===== src/rtl/serial_word_receiver.sv =====
// Serial-to-parallel word receiver: framed bit stream in (MSB- or LSB-first),
// registered WIDTH-bit word out with valid/ready handshake and sticky error flags.
module serial_word_receiver #(
  parameter int unsigned WIDTH = 5
) (
  input  logic             clk,
  input  logic             rst,
  input  logic             si,
  input  logic             si_valid,
  input  logic             si_start,
  input  logic             dir,
  output logic [WIDTH-1:0] po,
  output logic             po_valid,
  input  logic             po_ready,
  output logic             busy,
  output logic             overrun,
  output logic             frame_err,
  input  logic             clr_err
);

  localparam int unsigned CW = $clog2(WIDTH + 1);

  typedef enum logic {
    IDLE = 1'b0,
    RECV = 1'b1
  } state_t;

  state_t           state;
  logic [WIDTH-1:0] shr;
  logic [CW-1:0]    cnt;
  logic             ord;

  logic             restart;
  logic             accept;
  logic             complete;
  logic             pop;
  logic             ord_n;
  logic [WIDTH-1:0] base;
  logic [WIDTH-1:0] word;
  logic [CW-1:0]    cnt_n;

  // Next shift-register value and completion detect; a start bit always begins a fresh word.
  always_comb begin
    restart  = si_valid & si_start;
    accept   = si_valid & (si_start | (state == RECV));
    ord_n    = restart ? dir : ord;
    base     = restart ? '0 : shr;
    word     = ord_n ? {si, base[WIDTH-1:1]} : {base[WIDTH-2:0], si};
    cnt_n    = restart ? CW'(1) : cnt + CW'(1);
    complete = accept & (cnt_n == CW'(WIDTH));
    pop      = po_valid & po_ready;
  end

  always_ff @(posedge clk or negedge rst) begin
    if (!rst) begin
      state     <= IDLE;
      shr       <= '0;
      cnt       <= '0;
      ord       <= 1'b0;
      po        <= '0;
      po_valid  <= 1'b0;
      overrun   <= 1'b0;
      frame_err <= 1'b0;
    end else begin
      if (accept) begin
        ord <= ord_n;
        shr <= word;
        if (complete) begin
          cnt   <= '0;
          state <= IDLE;
        end else begin
          cnt   <= cnt_n;
          state <= RECV;
        end
      end

      // Single-entry output buffer; a full buffer that is not being drained drops the new word.
      if (complete) begin
        if (!po_valid || pop) begin
          po       <= word;
          po_valid <= 1'b1;
        end
      end else if (pop) begin
        po_valid <= 1'b0;
      end

      if (complete && po_valid && !po_ready) overrun <= 1'b1;
      else if (clr_err)                      overrun <= 1'b0;

      if (restart && state == RECV) frame_err <= 1'b1;
      else if (clr_err)             frame_err <= 1'b0;
    end
  end

  assign busy = (state == RECV);

endmodule


===== config.mk =====
export PLATFORM = sky130hd
export DESIGN_NAME = serial_word_receiver
export DESIGN_NICKNAME = d
export VERILOG_FILES = /design/src/rtl/serial_word_receiver.sv
export SDC_FILE = /design/constraint.sdc
export NUM_CORES = 1
export LEC_CHECK = 0
export BUFFER_PORTS_ARGS = -buffer_cell sky130_fd_sc_hd__clkbuf_2
export CORE_MARGIN = 2
export CORE_UTILIZATION = 29
export DETAILED_ROUTE_END_ITERATION = 12
export PLACE_DENSITY = 0.55
export SETUP_SLACK_MARGIN = 0.1
export SLEW_MARGIN = 20
export SYNTH_ARGS = -nofsm -noshare
export SYNTH_HDL_FRONTEND = slang
export SYNTH_SLANG_ARGS = --single-unit

===== constraint.sdc =====
create_clock -name clk -period 1.78 [get_ports clk]
set_clock_uncertainty 0.1 [all_clocks]
set_input_delay 0 -clock clk [delete_from_list [all_inputs] [get_ports clk]]
set_output_delay 0 -clock clk [all_outputs]
set_load 0.05 [all_outputs]

==> impl_metrics.csv, run 1 <==
group,metric,value,unit
clock_tree,tritoncts,"done",
setup_path,startpoint_type,"flop",
power,p_clk_frac,0.152,
detailed_routing,wl,1970,µm
setup_path,cp.required,1.87,ns
setup_path,path_max_fanout,5,
sta,timing.fmax,587,MHz
die,die_w,59.0,µm
logic_synthesis,yosysMostFrequentCell,"dfrtp_1",
power,seqPwrFrac,0.387,
sta,finalCriticalPeriod,1.70,ns
die,core_area,0.00281,mm²
sta,final_hold_viol_count,0,
sta,slew_viol_final,0,
logic_synthesis,ys_types,27,
die,initial_core_util,0.313,
setup_path,r2r_slack,0.08,ns
detailed_routing,wl_per_cell,14.6,µm
clock_tree,ctsRootBufferMaster,"clkbuf_4",
detailed_routing,maxUsedRoutingLayer,"met3",
sta,timing.final.crit_share,0.957,
setup_path,r2r-end,"po[0]",
global_routing,grt_usage,0.127,
clock_tree,clkLatencyLatePin,0.29,ns
sta,max_slew_margin,0.698,
hold_path,worstHoldPathType,"in2async",
detailed_routing,wl_met1,867,µm
logic_synthesis,synth_top_area_frac,0.513,
clock_tree,cts.sinks,18,
layout,fin_nets,114,
place,place_area,0.00101,mm²
power,irDropWorstVdd,699,µV
global_routing,grt_start_max_net_pins,19,
logic_synthesis,yosysTopAreaCell,"dfrtp_1",
status,outcome,"finished clean",
logic_synthesis,synthCells,78,
flow_run,cap_violations,0,
logic_synthesis,synth-edff-count,0,
layout,area_delta_synth_final,33.9,%
die,die-area,0.00349,mm²
setup_path,critPathKind,"reg2reg",
die,rows,19,
die,ios,17,
global_routing,antenna_found_initial,0,
setup_path,r2r_cells,5,
detailed_routing,dr.first_iter.drc_count,11,
detailed_routing,routed-wl-met3,125,µm
power,p_leak,0.543,nW
layout,fill_cells,284,
global_routing,grt_first_pass_wirelength,3220,µm
setup_path,timing.rr.start,"cnt[0]",
layout,drive_gt1_frac,0.385,
logic_synthesis,syn_area,878,µm²
setup_path,end_kind,"flop",
detailed_routing,viasPerCell,5.08,
sta,rsz0062_at_grt,"true",
layout,design_area,0.00118,mm²
place,finalWeightedCongestion,0.717,
logic_synthesis,synth_common_cells,"dfrtp_1 (18), mux2_2 (8), nor2_1 (8)",
place,port_buffers,16,
power,p_sw,675,µW
detailed_routing,firstDrtPassIters,6,
detailed_routing,ant_nets,0,
global_routing,grt.overflow.total,0,
logic_synthesis,async_reset_ff_frac,1.00,
layout,diodes,0,
logic_synthesis,synth_nets,87,
detailed_routing,wl_met2,976,µm
logic_synthesis,syn-mean-instance-area,11.3,µm²
detailed_routing,drc,0,
power,power_density,1420,mW/mm²
logic_synthesis,synth_seq_cells,18,
detailed_routing,vias,686,
logic_synthesis,ys_warn_count,0,
logic_synthesis,yosysSeqAreaShare,0.513,
place,hpwl,1330,µm
sta,layout_setup_ws,0.0768,ns
logic_synthesis,ys_top_cells_by_area,"dfrtp_1 (51%), mux2_2 (10%), mux2i_1 (5.7%)",
clock_tree,cts-htree-levels,1,
clock_tree,clk_path_buf_depth,2,
power,power_frac_comb,0.461,
global_routing,grt_pass1_vias,685,
sta,worstMarginPinSlew,0.453,ns
power,p_int,996,µW
logic_synthesis,dominantRegCellSynth,"dfrtp_1",
place,dp_slack,-0.0217,ns
clock_tree,path_clk_slew,0.10,ns
clock_tree,cts_buffers,3,
setup_path,arrival,1.79,ns
sta,setup_violations,0,
die,die_y,59.0,µm
power,switching_share,0.404,
==> worst max-delay path, stage by stage (launching register included) <==
cell	delay [ns]
dfrtp_2	0.47
ha_4	0.20
xnor2_4	0.14
nor4b_4	0.23
buf_6	0.17
mux2_4	0.30
==> placed cells by master, fill, tap and decap left out <==
cell type	synthesis	layout
a211oi_1	3	3
a21oi_1	3	3
and2_1	1	1
and2_2	1	1
and2b_2	1	1
buf_4	0	2
buf_6	0	1
clkbuf_2	0	16
clkbuf_4	0	3
clkbuf_8	0	1
dfrtp_1	18	16
dfrtp_2	0	2
dlygate4sd3_1	0	6
ha_4	0	1
inv_1	3	3
mux2_2	8	3
mux2_4	0	5
mux2i_1	5	5
nand2_1	3	3
nand2b_1	1	1
nand4_1	1	1
nand4b_1	1	1
nand4bb_4	0	1
nor2_1	8	8
nor2b_1	2	2
nor4b_4	1	1
o21a_1	1	1
o21ai_0	7	7
o22ai_1	1	1
o2bb2ai_1	1	1
o31ai_1	1	1
or3_2	1	1
xnor2_4	0	1
==> metrics by stage <==
stage	cells	utilization	total power [mW]	hold slack, ns	setup TNS (ns)
floorplan	78	-	1.12	-0.396	0
finish	135	0.419	1.67	0.0771	0
CTS	134	0.411	1.64	0.0863	0
global route	135	0.419	1.78	0.102	0
detailed placement	123	0.359	1.28	-0.128	-0.0876
global placement	123	0.359	1.27	-0.129	0
==> final cells by class <==
cell class                      count  area (µm²)  share of cell area
Tap cell                           31        38.8              0.0330
Multi-Input combinational cell     54         470               0.400
Timing Repair Buffer               25         166               0.141
Clock buffer                        4        36.3              0.0309
Inverter                            3        11.3             0.00957
Sequential cell                    18         453               0.385
==> worst max path at each step <==
| stage | startpoint | endpoint | cells after the start |
|---|---|---|---|
| finish | cnt[0] | po[0] | 5 |
| CTS | cnt[1] | po[4] | 5 |
| floorplan | busy | po[0] | 3 |
| global placement | cnt[0] | po[2] | 4 |
| detailed placement | cnt[0] | po[1] | 4 |
| global route | cnt[0] | po[4] | 5 |
==> state kept, by name, indices dropped and copies added, names as in the netlist <==
signal	count
busy	1
cnt	3
frame_err	1
ord	1
overrun	1
po	5
po_valid	1
shr	5
==> power groups by stage <==
stage / Combinational [mW] / Sequential [mW] / Clock, mW
after floorplan: 0.328 / 0.791 / 0
after global placement: 0.639 / 0.633 / 0
after detailed placement: 0.646 / 0.635 / 0
after CTS: 0.731 / 0.641 / 0.269
after global routing: 0.833 / 0.660 / 0.286
final: 0.770 / 0.647 / 0.254
==> routing by layer <==
metal / global-route usage / vias up
met4: 0.00974 / 0
li1: - / 329
met3: 0.0502 / 0
met1: 0.163 / 328
met2: 0.211 / 29
met5: 0 / -
==> cell families (layout without fill, tap and decap cells) <==
family / count (synthesis) / after routing / share of synthesized area
adder cells (fa/ha/maj): 1 / 1 / 0.0142
AO/OA/AOI/OAI: 17 / 17 / 0.117
AND/OR/NAND/NOR: 22 / 22 / 0.160
multiplexers: 13 / 13 / 0.160
flip-flops: 18 / 18 / 0.513
XOR/XNOR: 1 / 1 / 0.00997
buffers and inverters: 6 / 32 / 0.0271
==> repair_timing <==
| item | CTS | global route |
|---|---|---|
| hold buffers | 6 | 0 |
| endpoints found under the hold margin | 25 | 0 |
| setup buffers | 1 | 1 |
| setup endpoints to repair | 5 | 6 |
| pin swaps | 3 | 2 |
| resized for setup | 9 | 1 |
No activity file was read; power rests on OpenSTA's default activity.
==> run 2, diff against run 1 <==
==> constraint.sdc (replaced) <==
create_clock -name clk -period 1.78 [get_ports clk]
set_clock_uncertainty 0.1 [all_clocks]
set_input_delay 0.356 -clock clk [delete_from_list [all_inputs] [get_ports clk]]
set_output_delay 0.356 -clock clk [all_outputs]
set_load 0.05 [all_outputs]
==> run 2 against run 1 <==
Net effect: non-clock buffer count increased by 2; sequential power decreased by 0.9%; via count increased by 0.44%; first-iteration DRC count decreased by 27%; combinational power increased by 2.6%; die area unchanged; sequential cell count unchanged; count of clock-buffer cells in the layout unchanged; hold slack improved by 0.062 ns; cell area increased by 0.11%; clock power increased by 2%; setup slack improved by 0.0091 ns; critical endpoint is now po[4].
==> impl_metrics.csv, run 2 (synthesis gave the netlist of run 1 again) <==
group,metric,value,unit
sta,finalCriticalPeriod,1.69,ns
layout,diodes,0,
setup_path,cp.required,1.87,ns
place,hpwl,1370,µm
clock_tree,tritoncts,"done",
layout,multi_input_area,470,µm²
setup_path,r2r_cells,5,
sta,timing.final.crit_share,0.952,
layout,drive_gt1_frac,0.434,
hold_path,worstHoldStart,"clr_err",
power,p_int,1.01,mW
power,p_sw,680,µW
power,irDropWorstVdd,616,µV
power,power_density,1440,mW/mm²
layout,layout.cells.non_filler,137,
die,die_w,59.0,µm
sta,layout_setup_ws,0.0858,ns
sta,setup-tns-final,0,ns
global_routing,grt_start_max_net_pins,19,
sta,max_slew_margin,0.693,
global_routing,grt_usage,0.132,
global_routing,grt_first_pass_wirelength,3340,µm
power,seqPwrFrac,0.379,
detailed_routing,dr.first_iter.drc_count,8,
clock_tree,cts.sinks,18,
detailed_routing,vias,689,
die,initial_core_util,0.313,
die,rows,19,
power,power_frac_comb,0.467,
place,dp_slack,0.00223,ns
place,finalWeightedCongestion,0.757,
sta,worstMarginPinSlew,0.460,ns
setup_path,path_max_fanout,5,
hold_path,worstHoldPathCells,2,
layout,area_delta_synth_final,34.0,%
place,port_buffers,16,
die,core_area,0.00281,mm²
layout,fin_nets,116,
clock_tree,ctsRootBufferMaster,"clkbuf_4",
die,ios,17,
layout,final_common_cell,"dfrtp_1",
detailed_routing,wl_per_cell,14.2,µm
power,p_clk_frac,0.153,
setup_path,critPathKind,"reg2reg",
clock_tree,path_clk_slew,0.11,ns
layout,regArea,452,µm²
sta,slew_viol_final,0,
clock_tree,cts-htree-levels,1,
setup_path,arrival,1.78,ns
die,die_y,59.0,µm
detailed_routing,firstDrtPassIters,4,
sta,rsz0062_at_grt,"true",
flow_run,cap_violations,0,
layout,top_regs,"po: 5 flops, shr: 5 flops, cnt: 3 flops",
sta,worst_hold_slack,0.139,ns
layout,final_cell_mix,"dfrtp_1 (17), clkbuf_2 (16), buf_4 (9)",
sta,timing.fmax,590,MHz
hold_path,whs_endpoint,"frame_err",
sta,setup_violations,0,
detailed_routing,viasPerCell,5.03,
detailed_routing,wl,1950,µm
power,switching_share,0.402,
global_routing,antenna_found_initial,0,
clock_tree,clk_path_buf_depth,2,
setup_path,r2r_slack,0.09,ns
setup_path,end_kind,"flop",
die,die-area,0.00349,mm²
clock_tree,cts_buffers,3,
clock_tree,clkLatencyLatePin,0.30,ns
hold_path,worstHoldPathType,"in2reg",
layout,fill_cells,284,
detailed_routing,drc,0,
global_routing,grt.overflow.total,0,
place,dpl.cell_count,127,
sta,final_hold_viol_count,0,
setup_path,timing.rr.start,"cnt[0]",
setup_path,startpoint_type,"flop",
setup_path,r2r-end,"po[4]",
detailed_routing,ant_nets,0,
status,outcome,"finished clean",
global_routing,grt_pass1_vias,722,
power,p_leak,0.559,nW
==> run 2: cell count changes in the layout (fill, tap and decap cells not counted), sizes merged <==
cell         change
buf              +7
dlygate4sd3      -5
==> run 2: power groups by stage <==
stage | logic [mW] | registers [mW] | clock network, mW
final | 0.790 | 0.641 | 0.259
after global placement | 0.644 | 0.633 | 0
after detailed placement | 0.648 | 0.636 | 0
after CTS | 0.770 | 0.635 | 0.270
after floorplan | 0.328 | 0.791 | 0
after global routing | 0.862 | 0.659 | 0.288
==> run 2: per-stage QoR <==
| stage | util | cell area (µm²) | total power, mW |
|---|---|---|---|
| 2_1_floorplan | - | 892 | 1.12 |
| 3_3_place_gp | 0.369 | 1040 | 1.28 |
| 3_5_place_dp | 0.369 | 1040 | 1.28 |
| 4_1_cts | 0.411 | 1150 | 1.68 |
| 5_1_grt | 0.420 | 1180 | 1.81 |
| 6_report | 0.420 | 1180 | 1.69 |
==> run 2: timing repair <==
item / CTS / global route
hold endpoints to repair: 18 / 0
gates resized for setup: 8 / 1
hold buffers: 1 / 0
buffers inserted: 4 / 1
setup endpoints to repair: 5 / 5
pin swaps: 3 / 2
==> run 2: layout make-up <==
type | instances | share of cell area
Sequential cell | 18 | 0.384
Inverter | 3 | 0.00956
Clock buffer | 4 | 0.0308
Timing Repair Buffer | 27 | 0.143
Tap cell | 31 | 0.0329
Multi-Input combinational cell | 54 | 0.400
==> run 2: worst max path at each step <==
stage | start | to | slack [ns]
finish | cnt[0] | po[4] | 0.09
global route | cnt[0] | po[0] | 0.04
CTS | cnt[1] | po[0] | 0.05
detailed placement | cnt[0] | po[1] | 0.002
global placement | cnt[0] | po[2] | 0.03
floorplan | busy | po[0] | 0.05
==> run 2: metal layers <==
layer	part of all wire	vias to the layer above	GRT usage	wire (µm)
met5	0	-	0	0
met4	0.017	0	0.0422	33
met3	0.063	4	0.0546	123
met2	0.48	20	0.219	940
met1	0.44	330	0.154	854
li1	-	335	-	-
==> run 2: critical path, stage by stage (launching register included) <==
cell and delay [ns]:
dfrtp_1 0.44, ha_4 0.20, xnor2_4 0.14, nor4b_4 0.23, buf_6 0.17, mux2_4 0.30
